[config.mk]
export PLATFORM = sky130hd
export DESIGN_NAME = dfc_mc_receiver
export DESIGN_NICKNAME = d
export VERILOG_FILES = /design/src/rtl/dfc_mc_receiver.sv
export SDC_FILE = /design/constraint.sdc
export NUM_CORES = 1
export LEC_CHECK = 0
export CORE_MARGIN = 3
export CORE_UTILIZATION = 28
export DETAILED_ROUTE_END_ITERATION = 12
export GPL_ROUTABILITY_DRIVEN = 0
export SLEW_MARGIN = 20
export SYNTH_ARGS = -nofsm -noshare
export SYNTH_HDL_FRONTEND = slang
export SYNTH_SLANG_ARGS = --single-unit
[constraint.sdc]
create_clock -name clk -period 9.41 [get_ports clk]
set_clock_uncertainty 0.05 [all_clocks]
set_input_delay 1.882 -clock clk [delete_from_list [all_inputs] [get_ports clk]]
set_output_delay 1.882 -clock clk [all_outputs]
set_load 0.01 [all_outputs]
[src/rtl/dfc_mc_receiver.sv]
// Multi-channel delayed-flow-control receiver with per-channel FIFOs and a round-robin drain.
// Optional macro DFC_RX_HYSTERESIS_EN adds lo_threshold hysteresis to the per-channel fc_n.
module dfc_mc_receiver #(
  parameter int width        = 8,
  parameter int channels     = 4,
  parameter int depth        = 8,
  parameter int threshold    = 2,
  parameter int lo_threshold = 1,
  parameter int cw           = (channels > 1) ? $clog2(channels) : 1,
  parameter int asz          = $clog2(depth + 1)
) (
  input  logic                      clk,
  input  logic                      reset,
  input  logic                      c_vld,
  input  logic [cw-1:0]             c_chan,
  input  logic [width-1:0]          c_data,
  output logic [channels-1:0]       c_fc_n,
  output logic                      p_srdy,
  input  logic                      p_drdy,
  output logic [cw-1:0]             p_chan,
  output logic [width-1:0]          p_data,
  output logic [channels*asz-1:0]   usage,
  output logic [channels-1:0]       overflow,
  input  logic [channels-1:0]       ovf_clr
);

  localparam int pw = (depth > 1) ? $clog2(depth) : 1;

  logic                vld_q;
  logic [cw-1:0]       chan_q;
  logic [width-1:0]    data_q;

  logic [width-1:0]    mem    [channels][depth];
  logic [pw-1:0]       wr_ptr [channels];
  logic [pw-1:0]       rd_ptr [channels];
  logic [asz-1:0]      cnt    [channels];

  logic [channels-1:0] wr_en, wr_ok, ovf_set, nonempty, pop;
  logic [cw-1:0]       rr_ptr, grant, hi_idx, lo_idx;
  logic                grant_vld, hi_vld, lo_vld, load;

  function automatic logic [pw-1:0] next_ptr(input logic [pw-1:0] p);
    return (p == pw'(depth - 1)) ? '0 : p + 1'b1;
  endfunction

  always_ff @(posedge clk) begin
    if (reset) vld_q <= 1'b0;
    else       vld_q <= c_vld;
    chan_q <= c_chan;
    data_q <= c_data;
  end

  assign load = !p_srdy || p_drdy;

  // Full is judged on the registered count, so a same-cycle pop never makes room.
  always_comb begin
    wr_en    = '0;
    wr_ok    = '0;
    ovf_set  = '0;
    nonempty = '0;
    pop      = '0;
    for (int i = 0; i < channels; i++) begin
      wr_en[i]    = vld_q && (chan_q == cw'(i));
      wr_ok[i]    = wr_en[i] && (cnt[i] != asz'(depth));
      ovf_set[i]  = wr_en[i] && (cnt[i] == asz'(depth));
      nonempty[i] = (cnt[i] != '0);
      pop[i]      = load && grant_vld && (grant == cw'(i));
    end
  end

  // Search channels above the pointer first, then wrap to those at or below it.
  always_comb begin
    hi_vld = 1'b0;
    hi_idx = '0;
    lo_vld = 1'b0;
    lo_idx = '0;
    for (int i = 0; i < channels; i++) begin
      if (!hi_vld && nonempty[i] && (cw'(i) > rr_ptr)) begin
        hi_vld = 1'b1;
        hi_idx = cw'(i);
      end
      if (!lo_vld && nonempty[i] && (cw'(i) <= rr_ptr)) begin
        lo_vld = 1'b1;
        lo_idx = cw'(i);
      end
    end
    grant_vld = hi_vld || lo_vld;
    grant     = hi_vld ? hi_idx : lo_idx;
  end

  always_ff @(posedge clk) begin
    for (int i = 0; i < channels; i++) begin
      if (wr_ok[i]) mem[i][wr_ptr[i]] <= data_q;
    end
  end

  always_ff @(posedge clk) begin
    if (reset) begin
      for (int i = 0; i < channels; i++) begin
        wr_ptr[i] <= '0;
        rd_ptr[i] <= '0;
        cnt[i]    <= '0;
      end
    end else begin
      for (int i = 0; i < channels; i++) begin
        if (wr_ok[i]) wr_ptr[i] <= next_ptr(wr_ptr[i]);
        if (pop[i])   rd_ptr[i] <= next_ptr(rd_ptr[i]);
        case ({wr_ok[i], pop[i]})
          2'b10:   cnt[i] <= cnt[i] + 1'b1;
          2'b01:   cnt[i] <= cnt[i] - 1'b1;
          default: cnt[i] <= cnt[i];
        endcase
      end
    end
  end

  // fc_n is driven from the pre-update count, adding one cycle to the loop.
  always_ff @(posedge clk) begin
    if (reset) begin
      c_fc_n   <= '0;
      overflow <= '0;
    end else begin
      for (int i = 0; i < channels; i++) begin
`ifdef DFC_RX_HYSTERESIS_EN
        if (int'(cnt[i]) >= threshold)         c_fc_n[i] <= 1'b0;
        else if (int'(cnt[i]) <= lo_threshold) c_fc_n[i] <= 1'b1;
`else
        c_fc_n[i] <= (int'(cnt[i]) < threshold);
`endif
        if (ovf_set[i])      overflow[i] <= 1'b1;
        else if (ovf_clr[i]) overflow[i] <= 1'b0;
      end
    end
  end

  always_ff @(posedge clk) begin
    if (reset) begin
      p_srdy <= 1'b0;
      p_chan <= '0;
      p_data <= '0;
      rr_ptr <= cw'(channels - 1);
    end else if (load) begin
      if (grant_vld) begin
        p_srdy <= 1'b1;
        p_chan <= grant;
        p_data <= mem[grant][rd_ptr[grant]];
        rr_ptr <= grant;
      end else begin
        p_srdy <= 1'b0;
      end
    end
  end

  always_comb begin
    usage = '0;
    for (int i = 0; i < channels; i++) usage[i*asz +: asz] = cnt[i];
  end

endmodule

After elaboration in Yosys (flattened, before gate mapping)
Memories as Yosys holds them, arrays and structs flattened.
Index checks and enable logic that the tools add are counted.
{"block": "word_totals", "ff_bits": 32, "ramBits": 296, "memories": 4}
{"block": "classes", "addsub": 16, "order_cmp": 21, "n_eq_ne": 30, "mux": 138, "bitwise": 25, "n_reduce_logical": 62}
{"name": "mem", "depth": 4, "word_bits": 64, "read_ports": 1, "rd_ports_with_merged_regs": 0, "write_ports": 1, "line_no": "33", "source": "logic [width-1:0] mem [channels][depth];"}
{"name": "cnt", "depth": 4, "word_bits": 4, "read_ports": 4, "rd_ports_with_merged_regs": 0, "write_ports": 4, "line_no": "36", "source": "logic [asz-1:0] cnt [channels];"}
{"name": "rd_ptr", "depth": 4, "word_bits": 3, "read_ports": 5, "rd_ports_with_merged_regs": 0, "write_ports": 4, "line_no": "35", "source": "logic [pw-1:0] rd_ptr [channels];"}
{"name": "wr_ptr", "depth": 4, "word_bits": 3, "read_ports": 4, "rd_ports_with_merged_regs": 0, "write_ports": 4, "line_no": "34", "source": "logic [pw-1:0] wr_ptr [channels];"}
{"operator": "two-way mux 64 bit", "count": 10}
{"operator": "OR reduction 64 bit", "count": 3}
{"operator": "demux 8 bit (select 3 bit)", "count": 4}
{"operator": "two-way mux 1 bit", "count": 81}
{"operator": "two-way mux 3 bit", "count": 16}
{"operator": "two-way mux 4 bit", "count": 12}
{"operator": "two-way mux 8 bit", "count": 6}
{"operator": "logical AND 1 bit", "count": 35}
{"operator": "adder 3 x 1 -> 3 bit (second input constant)", "count": 8}
{"operator": "binary-select mux 8 bit (select 3 bit)", "count": 1}
{"operator": "equality test 3 bit (second input constant)", "count": 8}
{"operator": ">= comparator 4 bit (second input constant)", "count": 5}
{"operator": "inverter 3 -> 4 bit", "count": 5}
{"operator": "OR 1 bit", "count": 20}
{"operator": "adder 4 x 1 -> 4 bit (second input constant)", "count": 4}
{"operator": "equality test 2 bit (second input constant)", "count": 8}
{"operator": "equality test 4 bit (second input constant)", "count": 4}
{"operator": "less-than comparator 4 x 1 -> 1 bit (second input constant)", "count": 4}
{"operator": "less-than comparator 4 x 2 -> 1 bit (second input constant)", "count": 4}
{"operator": "two-way mux 2 bit", "count": 8}
{"operator": "!= test 4 bit (second input constant)", "count": 4}
{"operator": "nonzero test 4 bit", "count": 4}
{"operator": "subtractor 4 x 1 -> 4 bit (second input constant)", "count": 4}
{"operator": "equality test 2 x 1 -> 1 bit (second input constant)", "count": 6}
{"operator": "other kinds (10)", "count": 28}

Longest topological paths before layout
Gate-level depths: netlist of the first run.
An unclocked memory read counts as a cell.
{"block": "logic_depth", "depth_word": 26, "ltp_mapped": 21}

Worst setup path after synthesis of the first run
Ideal clock, no wire load.
{"block": "synth_path", "path_kind": "input-to-reg", "start": "in p_drdy", "end": "mem cnt[2][2] (netlist bit), data pin", "setup_ns": 0.254, "t_arrival_ns": 3.895, "required_time_ns": 9.106, "slack_ns": 5.211, "path_stages": 13, "path_buffers": 1, "cell_sequence": "nand2b_1 > nor2b_1 > clkbuf_1 > nand3_1 > inv_1 > ha_1 > nor2b_1 > xor2_1 > ha_1 > nor2_1 > mux2i_1 > xor2_1 > nor2_1"}
{"element": "from (decl)", "line_no": "19", "source": "input logic p_drdy,"}
{"element": "to (decl)", "line_no": "36"}

==> impl_metrics.yaml, run 1 <==
cts:
  cts_setup_buffers: 0
  post_cts_resized: 0
  cts_num_sinks: 328
  cts.clk_slew.worst_paths_ns: 0.06
  root_buffer: "clkbuf_16"
  cts_hold_repair.buffers: 0
  clock_latency_ns: 0.52
  htreeDepth: 2
  cts_tree: "yes"
  cts_buffers: 35
  clockBufferDepth: 3
synth:
  synth_warnings: 0
  synth_compound_area_frac: 0.0758
  ys_ff_latch: 328
  synth_most_common_cell: "edfxtp_1"
  synth_fa_ha_area_frac: 0.0257
  syn-mean-instance-area_um2: 12.8
  synthXorXnorAreaFrac: 0.00559
  ys_types: 66
  ys_top_cells_by_area: "edfxtp_1 63%, nand2_1 4.8%, dfxtp_1 4.5%"
  synthTopCellsByCount: "296 x edfxtp_1, 181 x nand2_1, 81 x nand3_1"
  syn_inst: 1102
  synth_edf_count: 296
  syn_nets: 1149
  synth_top_area_share: 0.631
  synth_async_sr_flop_share: 0
  ys_seq_area_frac: 0.676
  synth_area_um2: 14100
  synth_mux_area_frac: 0.0318
  ys.flop_type: "edfxtp_1"
  synth-simple-area-share: 0.161
  yosysTopAreaCell: "edfxtp_1"
  synth_top_family_by_area: "simple AND/OR/NAND/NOR gates"
global_routing:
  grt_pass1_wl_mm: 56.6
  antenna_found_initial: 0
  grt_usage: 0.138
  grt_max_degree: 71
  grt_pass1_vias: 9026
  gr-total-overflow: 0
floorplan:
  io_pins: 53
  rows: 81
  die_h_um: 230
  core_area_um2: 49400
  dieWidth_um: 230
  dieArea_um2: 53100
  start_util: 0.286
route:
  first_pass_iters: 6
  postRouteAntennaNets: 0
  routed_via_density: 4.92
  num_vias: 9111
  detail_route.iter0.violations: 900
  wl_per_cell_um: 20.0
  drc: 0
  wl_mm: 37.1
final_layout:
  utilization: 0.336
  area_growth_pct: 17.5
  drive_gt1_frac: 0.107
  layout.nets: 1210
  antenna_cells: 0
run:
  cap_violations: 0
critical_path:
  cp_slowest_stage_delay_ns: 0.83
  criticalPathCategory: "flip-flop to flip-flop"
  required_ns: 9.77
  crit_fanout: 42
  cp-start-kind: "flip-flop"
  crit_chain: "or4_4 > o221a_4 > nor2_4 > buf_4 > mux2_2 > mux2i_4 > nand2_1 > o31ai_1 > a21oi_1 > a311oi_1"
  cp.arrival_ns: 5.01
  crit_path_end_kind: "flip-flop"
  crit_slowest_cell: "mux2i_4"
status:
  outcome: "complete, no violations"
power_and_ir_drop:
  ir_drop_uv: 145
  p_leak_nw: 5.70
  powerDensity_nw_per_um2: 280
sta:
  slew_viol_final: 0
  setup_tns_ns: 0
  max_freq_mhz: 215
  tightest_slew_ns: 1.06
  rsz0062_at_grt: "false"
  setup_viol: 0
  slew_headroom: 0.275
  timing.final.crit_share: 0.494
  finalHoldViolCount: 0
  min_period_ns: 4.64
place:
  dpl.hpwl_mm: 23.1
  port-buffer-count: 52
worst_hold_path:
  min_path_type: "flip-flop to flip-flop"
[registers in the layout (all words and copies together), names as in the netlist]
register and flops:
p_chan 2, cnt 16, chan_q 2, wr_ptr 12
overflow 4, data_q 8, rr_ptr 2, p_data 8
p_srdy 1, c_fc_n 4, mem 256, rd_ptr 12
vld_q 1
[metrics by stage]
step                      cells  instance area (um2)  worst slack (ns)  power, mW  hold slack, ns
after floorplan            1102                14100              5.21       2.72           0.431
after global placement     1790                15400              4.63       3.22           0.395
after detailed placement   1790                15400              4.60       3.24           0.400
after CTS                  1850                16600              4.80       4.66           0.408
after global routing       1850                16600              4.49       4.87           0.429
final                      1850                16600              4.77       4.64           0.405
[routing by layer]
metal / vias up / GRT usage / wire length [um]
met5: - / 0 / 0
met4: 0 / 0.0357 / 817
met3: 56 / 0.0300 / 2840
met2: 318 / 0.218 / 16900
met1: 4493 / 0.193 / 16500
li1: 4244 / - / -
[path summary, 6_finish.rpt]
check	startpoint	end	slack, ns	depth (start not counted)
worst max-delay path	cnt[1][1]	p_data[3]	4.77	10
worst min-delay path	p_chan[1]	p_chan[1]	0.41	2
worst max register to register	cnt[1][1]	p_data[3]	4.77	10
worst min register to register	p_chan[1]	p_chan[1]	0.41	2
[cells by family after synthesis]
family,count (synthesis)
AND/OR/NAND/NOR,480
flip-flops,328
buffers and inverters,74
XOR/XNOR,9
AO/OA/AOI/OAI,142
multiplexers,40
adder cells (fa/ha/maj),29
[cells in the final DEF, fill, tap and decap left out, types with 11 or more instances in the layout]
cell / netlist / final
clkdlybuf4s50_1: 0 / 51
nor2_1: 76 / 75
dfxtp_1: 32 / 31
or3_1: 21 / 21
o31ai_1: 11 / 11
ha_1: 29 / 29
nand2_1: 181 / 181
mux2i_1: 23 / 23
clkbuf_16: 0 / 37
nand2b_1: 24 / 24
nand3_1: 81 / 81
buf_4: 5 / 28
a21oi_1: 34 / 34
mux2_2: 14 / 14
o311ai_0: 15 / 15
edfxtp_1: 296 / 296
and3_1: 15 / 15
a31oi_1: 11 / 11
nor3_1: 29 / 28
inv_1: 18 / 18
[critical path, delay by kind of cell (launching register included)]
family	cells	cell delay [ns]
compound gates	4	1.21
buf+inv	1	0.42
flops	1	0.52
mux	2	1.25
simple gates	3	1.06
[final cells by class]
| class | instances | area [um2] |
|---|---|---|
| multi-input combinational | 700 | 4240 |
| fill | 4834 | 32800 |
| inverter | 18 | 67.6 |
| timing repair buffer | 80 | 726 |
| sequential | 328 | 9530 |
| clock buffer | 48 | 997 |
| clock inverter | 12 | 170 |
| tap | 664 | 831 |
[power breakdown]
group          switching [mW]  total (mW)  leakage [nW]  internal, mW
clock                   0.561        1.41         0.573         0.852
sequential             0.0901        1.75          2.99          1.66
combinational           0.966        1.47          2.15         0.502
total                    1.62        4.64          5.70          3.02
Note: power is estimated with default switching activity, not from simulation.
==> run 2, diff against run 1 <==
Clock period 9.41 ns to 4.5 ns, I/O delays scaled along.
==> impl_metrics.yaml, run 2 (same netlist as run 1, synthesis figures left out) <==
status:
  outcome: "complete, no violations"
cts:
  htreeDepth: 2
  clock_latency_ns: 0.52
  cts_tree: "yes"
  clockBufferDepth: 3
  cts.clk_slew.worst_paths_ns: 0.06
  post_cts_resized: 0
  cts_buffers: 35
  cts_num_sinks: 328
  cts_hold_repair.buffers: 0
  cts_setup_buffers: 0
  root_buffer: "clkbuf_16"
power_and_ir_drop:
  ir_drop_uv: 319
  power_switching_mw: 3.41
  pwr-share-seq: 0.383
  powerDensity_nw_per_um2: 579
  sw_frac_of_total: 0.356
  power.internal_mw: 6.17
  pwr-share-comb: 0.325
  p_leak_nw: 5.70
  power_frac_clock: 0.292
route:
  detail_route.iter0.violations: 984
  postRouteAntennaNets: 0
  routed_via_density: 5.01
  num_vias: 9311
  first_pass_iters: 4
  wl_mm: 37.8
  wl_per_cell_um: 20.3
  drc: 0
global_routing:
  grt_pass1_wl_mm: 57.2
  grt_usage: 0.140
  antenna_found_initial: 0
  grt_max_degree: 67
  gr-total-overflow: 0
  grt_pass1_vias: 9108
critical_path:
  cp-start-kind: "flip-flop"
  cp.arrival_ns: 4.38
  required_ns: 4.83
  crit_fanout: 41
  crit_path_end_kind: "flip-flop"
  criticalPathCategory: "flip-flop to flip-flop"
place:
  dp.cells: 1798
  dpl.hpwl_mm: 24.1
  port-buffer-count: 52
floorplan:
  io_pins: 53
  die_h_um: 230
  start_util: 0.286
  dieArea_um2: 53100
  rows: 81
  core_area_um2: 49400
  dieWidth_um: 230
sta:
  tightest_slew_ns: 1.15
  setup_tns_ns: 0
  min_period_ns: 4.05
  hold_ws_ns: 0.426
  setup_viol: 0
  timing.final.crit_share: 0.900
  slew_viol_final: 0
  rsz0062_at_grt: "false"
  finalHoldViolCount: 0
  max_freq_mhz: 247
  slew_headroom: 0.230
run:
  cap_violations: 0
final_layout:
  utilization: 0.335
  largest_reg_flops: 256
  antenna_cells: 0
  fin_cells: 1860
  area_growth_pct: 17.4
  layout_common_cells: "296 x edfxtp_1, 181 x nand2_1, 81 x nand3_1, 75 x nor2_1, 51 x clkdlybuf4s50_1"
  layout.nets: 1218
  nFillCells: 4891
  final_common_cell: "edfxtp_1"
  drive_gt1_frac: 0.110
worst_hold_path:
  min_path_type: "flip-flop to flip-flop"
==> run 2: critical path, cell delays in order, from the launching register on <==
cell	delay (ns)
edfxtp_1	0.50
inv_1	0.10
ha_1	0.24
or3b_2	0.51
nor2_1	0.15
o32ai_2	0.16
or2_2	0.42
buf_4	0.32
o311ai_0	0.82
a211oi_1	0.17
nor4_1	0.34
a211oi_1	0.12
==> run 2: final timing paths <==
check	slack (ns)	cells past startpoint	from	endpoint
worst min register to register	0.43	2	overflow[1]	overflow[1]
worst min-delay path	0.43	2	overflow[1]	overflow[1]
worst max-delay path	0.45	11	cnt[3][0]	p_data[1]
worst max register to register	0.45	11	cnt[3][0]	p_data[1]
==> run 2: layout make-up <==
cell class / instances / area [um2] / area share
clock buffer: 45 / 945 / 0.0571
clock inverter: 17 / 151 / 0.00914
inverter: 18 / 67.6 / 0.00408
multi-input combinational: 700 / 4230 / 0.256
sequential: 328 / 9530 / 0.576
tap: 664 / 831 / 0.0502
timing repair buffer: 88 / 798 / 0.0482
==> run 2: power groups by stage <==
| stage | Combinational, mW | Sequential (mW) | Clock (mW) |
|---|---|---|---|
| after floorplan | 1.98 | 3.70 | 0 |
| after global placement | 3.06 | 3.72 | 0 |
| after detailed placement | 3.08 | 3.72 | 0 |
| after CTS | 3.10 | 3.66 | 2.85 |
| after global routing | 3.37 | 3.68 | 2.99 |
| final | 3.12 | 3.67 | 2.80 |
==> run 2: metrics by stage <==
| step | cell area, um2 | setup WS, ns | power [mW] |
|---|---|---|---|
| floorplan | 14100 | 0.433 | 5.68 |
| CTS | 16600 | 0.538 | 9.61 |
| global placement | 15500 | 0.703 | 6.78 |
| detailed placement | 15500 | 0.568 | 6.81 |
| finish | 16600 | 0.451 | 9.59 |
| global route | 16600 | 0.256 | 10.0 |
==> run 2: routing by layer <==
| layer | GRT usage | wire (um) | vias up |
|---|---|---|---|
| met2 | 0.214 | 16900 | 398 |
| met1 | 0.201 | 17000 | 4585 |
| met4 | 0.0370 | 868 | 0 |
| li1 | - | - | 4271 |
| met5 | 0 | 0 | - |
| met3 | 0.0308 | 3070 | 57 |
==> run 3, diff against run 2 <==
Settings changed: ABC_CLOCK_PERIOD_IN_PS from default to 4500, GPL_ROUTABILITY_DRIVEN 0 to default, PLACE_DENSITY_LB_ADDON from default to 0.25.
==> impl_metrics.yaml, run 3 (same netlist as run 1, synthesis figures left out) <==
status:
  outcome: "complete, no violations"
power_and_ir_drop:
  powerDensity_nw_per_um2: 600
  power_switching_mw: 3.51
  power_frac_clock: 0.321
  sw_frac_of_total: 0.348
  pwr-share-seq: 0.363
  pwr-share-comb: 0.316
  ir_drop_uv: 378
  power.internal_mw: 6.57
  p_leak_nw: 5.83
  p_total_mw: 10.1
critical_path:
  crit_chain: "inv_1 > ha_1 > nor3b_1 > o22ai_1 > and2_1 > or2_2 > buf_4 > nand3_1 > inv_1 > ha_1 > nor3b_1 > nand4_1 > o41ai_1 > nor2_1 > a31oi_1"
  required_ns: 4.85
  crit_fanout: 28
  cp_slowest_stage_delay_ns: 0.56
  crit_path_end_kind: "flip-flop"
  cp-start-kind: "flip-flop"
  cp.arrival_ns: 4.38
  crit_slowest_cell: "nor3b_1"
  criticalPathCategory: "flip-flop to flip-flop"
sta:
  finalHoldViolCount: 0
  setup_slack_ns: 0.475
  slew_viol_final: 0
  tightest_slew_ns: 1.13
  timing.final.crit_share: 0.894
  hold_ws_ns: 0.419
  slew_headroom: 0.243
  max_freq_mhz: 248
  min_period_ns: 4.03
  rsz0062_at_grt: "false"
  setup_tns_ns: 0
  setup_viol: 0
route:
  postRouteAntennaNets: 0
  num_vias: 9053
  wl_mm: 38.6
  routed_via_density: 4.85
  wl_per_cell_um: 20.7
  first_pass_iters: 5
  detail_route.iter0.violations: 789
  drc: 0
global_routing:
  grt_max_degree: 91
  grt_pass1_vias: 9062
  grt_usage: 0.146
  gr-total-overflow: 0
  antenna_found_initial: 0
  grt_pass1_wl_mm: 58.5
final_layout:
  final_common_cell: "edfxtp_1"
  layout.nets: 1220
  antenna_cells: 0
  layout_common_cells: "296 x edfxtp_1, 181 x nand2_1, 81 x nand3_1, 76 x nor2_1, 51 x clkdlybuf4s50_1"
  nFillCells: 4791
  drive_gt1_frac: 0.117
  largest_reg_flops: 256
  regArea_um2: 9530
  area_growth_pct: 19.2
  multiInputGateArea_um2: 4250
  fin_cells: 1866
floorplan:
  io_pins: 53
  dieArea_um2: 53100
  start_util: 0.286
  die_h_um: 230
  rows: 81
  core_area_um2: 49400
  dieWidth_um: 230
cts:
  clockBufferDepth: 3
  post_cts_resized: 0
  root_buffer: "clkbuf_16"
  htreeDepth: 2
  clock_latency_ns: 0.56
  cts_num_sinks: 328
  cts_buffers: 39
  cts_setup_buffers: 0
  cts_hold_repair.buffers: 0
  cts.clk_slew.worst_paths_ns: 0.06
  cts_tree: "yes"
run:
  cap_violations: 0
place:
  dpl.hpwl_mm: 24.3
  dp.cells: 1796
  dp_slack_ns: 0.502
  port-buffer-count: 52
  place_congestion: 0.784
worst_hold_path:
  min_path_type: "flip-flop to flip-flop"
run 3: final timing paths:
path | endpoint | cells after the start | slack (ns) | startpoint
worst max-delay path | cnt[3][3] | 15 | 0.47 | cnt[3][0]
worst min-delay path | p_chan[1] | 2 | 0.42 | p_chan[1]
worst max register to register | cnt[3][3] | 15 | 0.47 | cnt[3][0]
worst min register to register | p_chan[1] | 2 | 0.42 | p_chan[1]
run 3: worst max-delay path, delay by kind of cell (launching register included):
kind,cells,cell delay (ns)
buffers and inverters,3,0.44
AOI/OAI and AO/OA,3,0.34
DFF,1,0.50
adders and majority gates,2,0.46
and+or+nand+nor,7,2.07
run 3: power groups by stage:
stage,clock (mW),sequential [mW],combinational [mW]
after floorplan,0,3.70,1.98
after CTS,3.32,3.66,3.18
after detailed placement,0,3.73,3.17
after global routing,3.42,3.68,3.45
after global placement,0,3.72,3.16
final,3.24,3.66,3.18
run 3: cell type report:
type                    count  share of cell area
flip-flops and latches    328               0.567
multi-input cells         700               0.253
clock buffers              54              0.0674
well taps                 664              0.0494
repair buffers             86              0.0481
clock inverters            16              0.0114
inverters                  18             0.00402
run 3: per-layer routing:
metal | vias up | track usage | routed length, um
li1 | 4272 | - | -
met1 | 4508 | 0.198 | 17600
met2 | 209 | 0.237 | 18300
met3 | 64 | 0.0207 | 1580
met4 | 0 | 0.0540 | 1120
met5 | - | 0 | 0
run 3: through the flow:
stage	util	instance area (um2)
global placement	0.314	15500
CTS	0.341	16800
finish	0.341	16800
floorplan	-	14100
global route	0.341	16800
detailed placement	0.314	15500
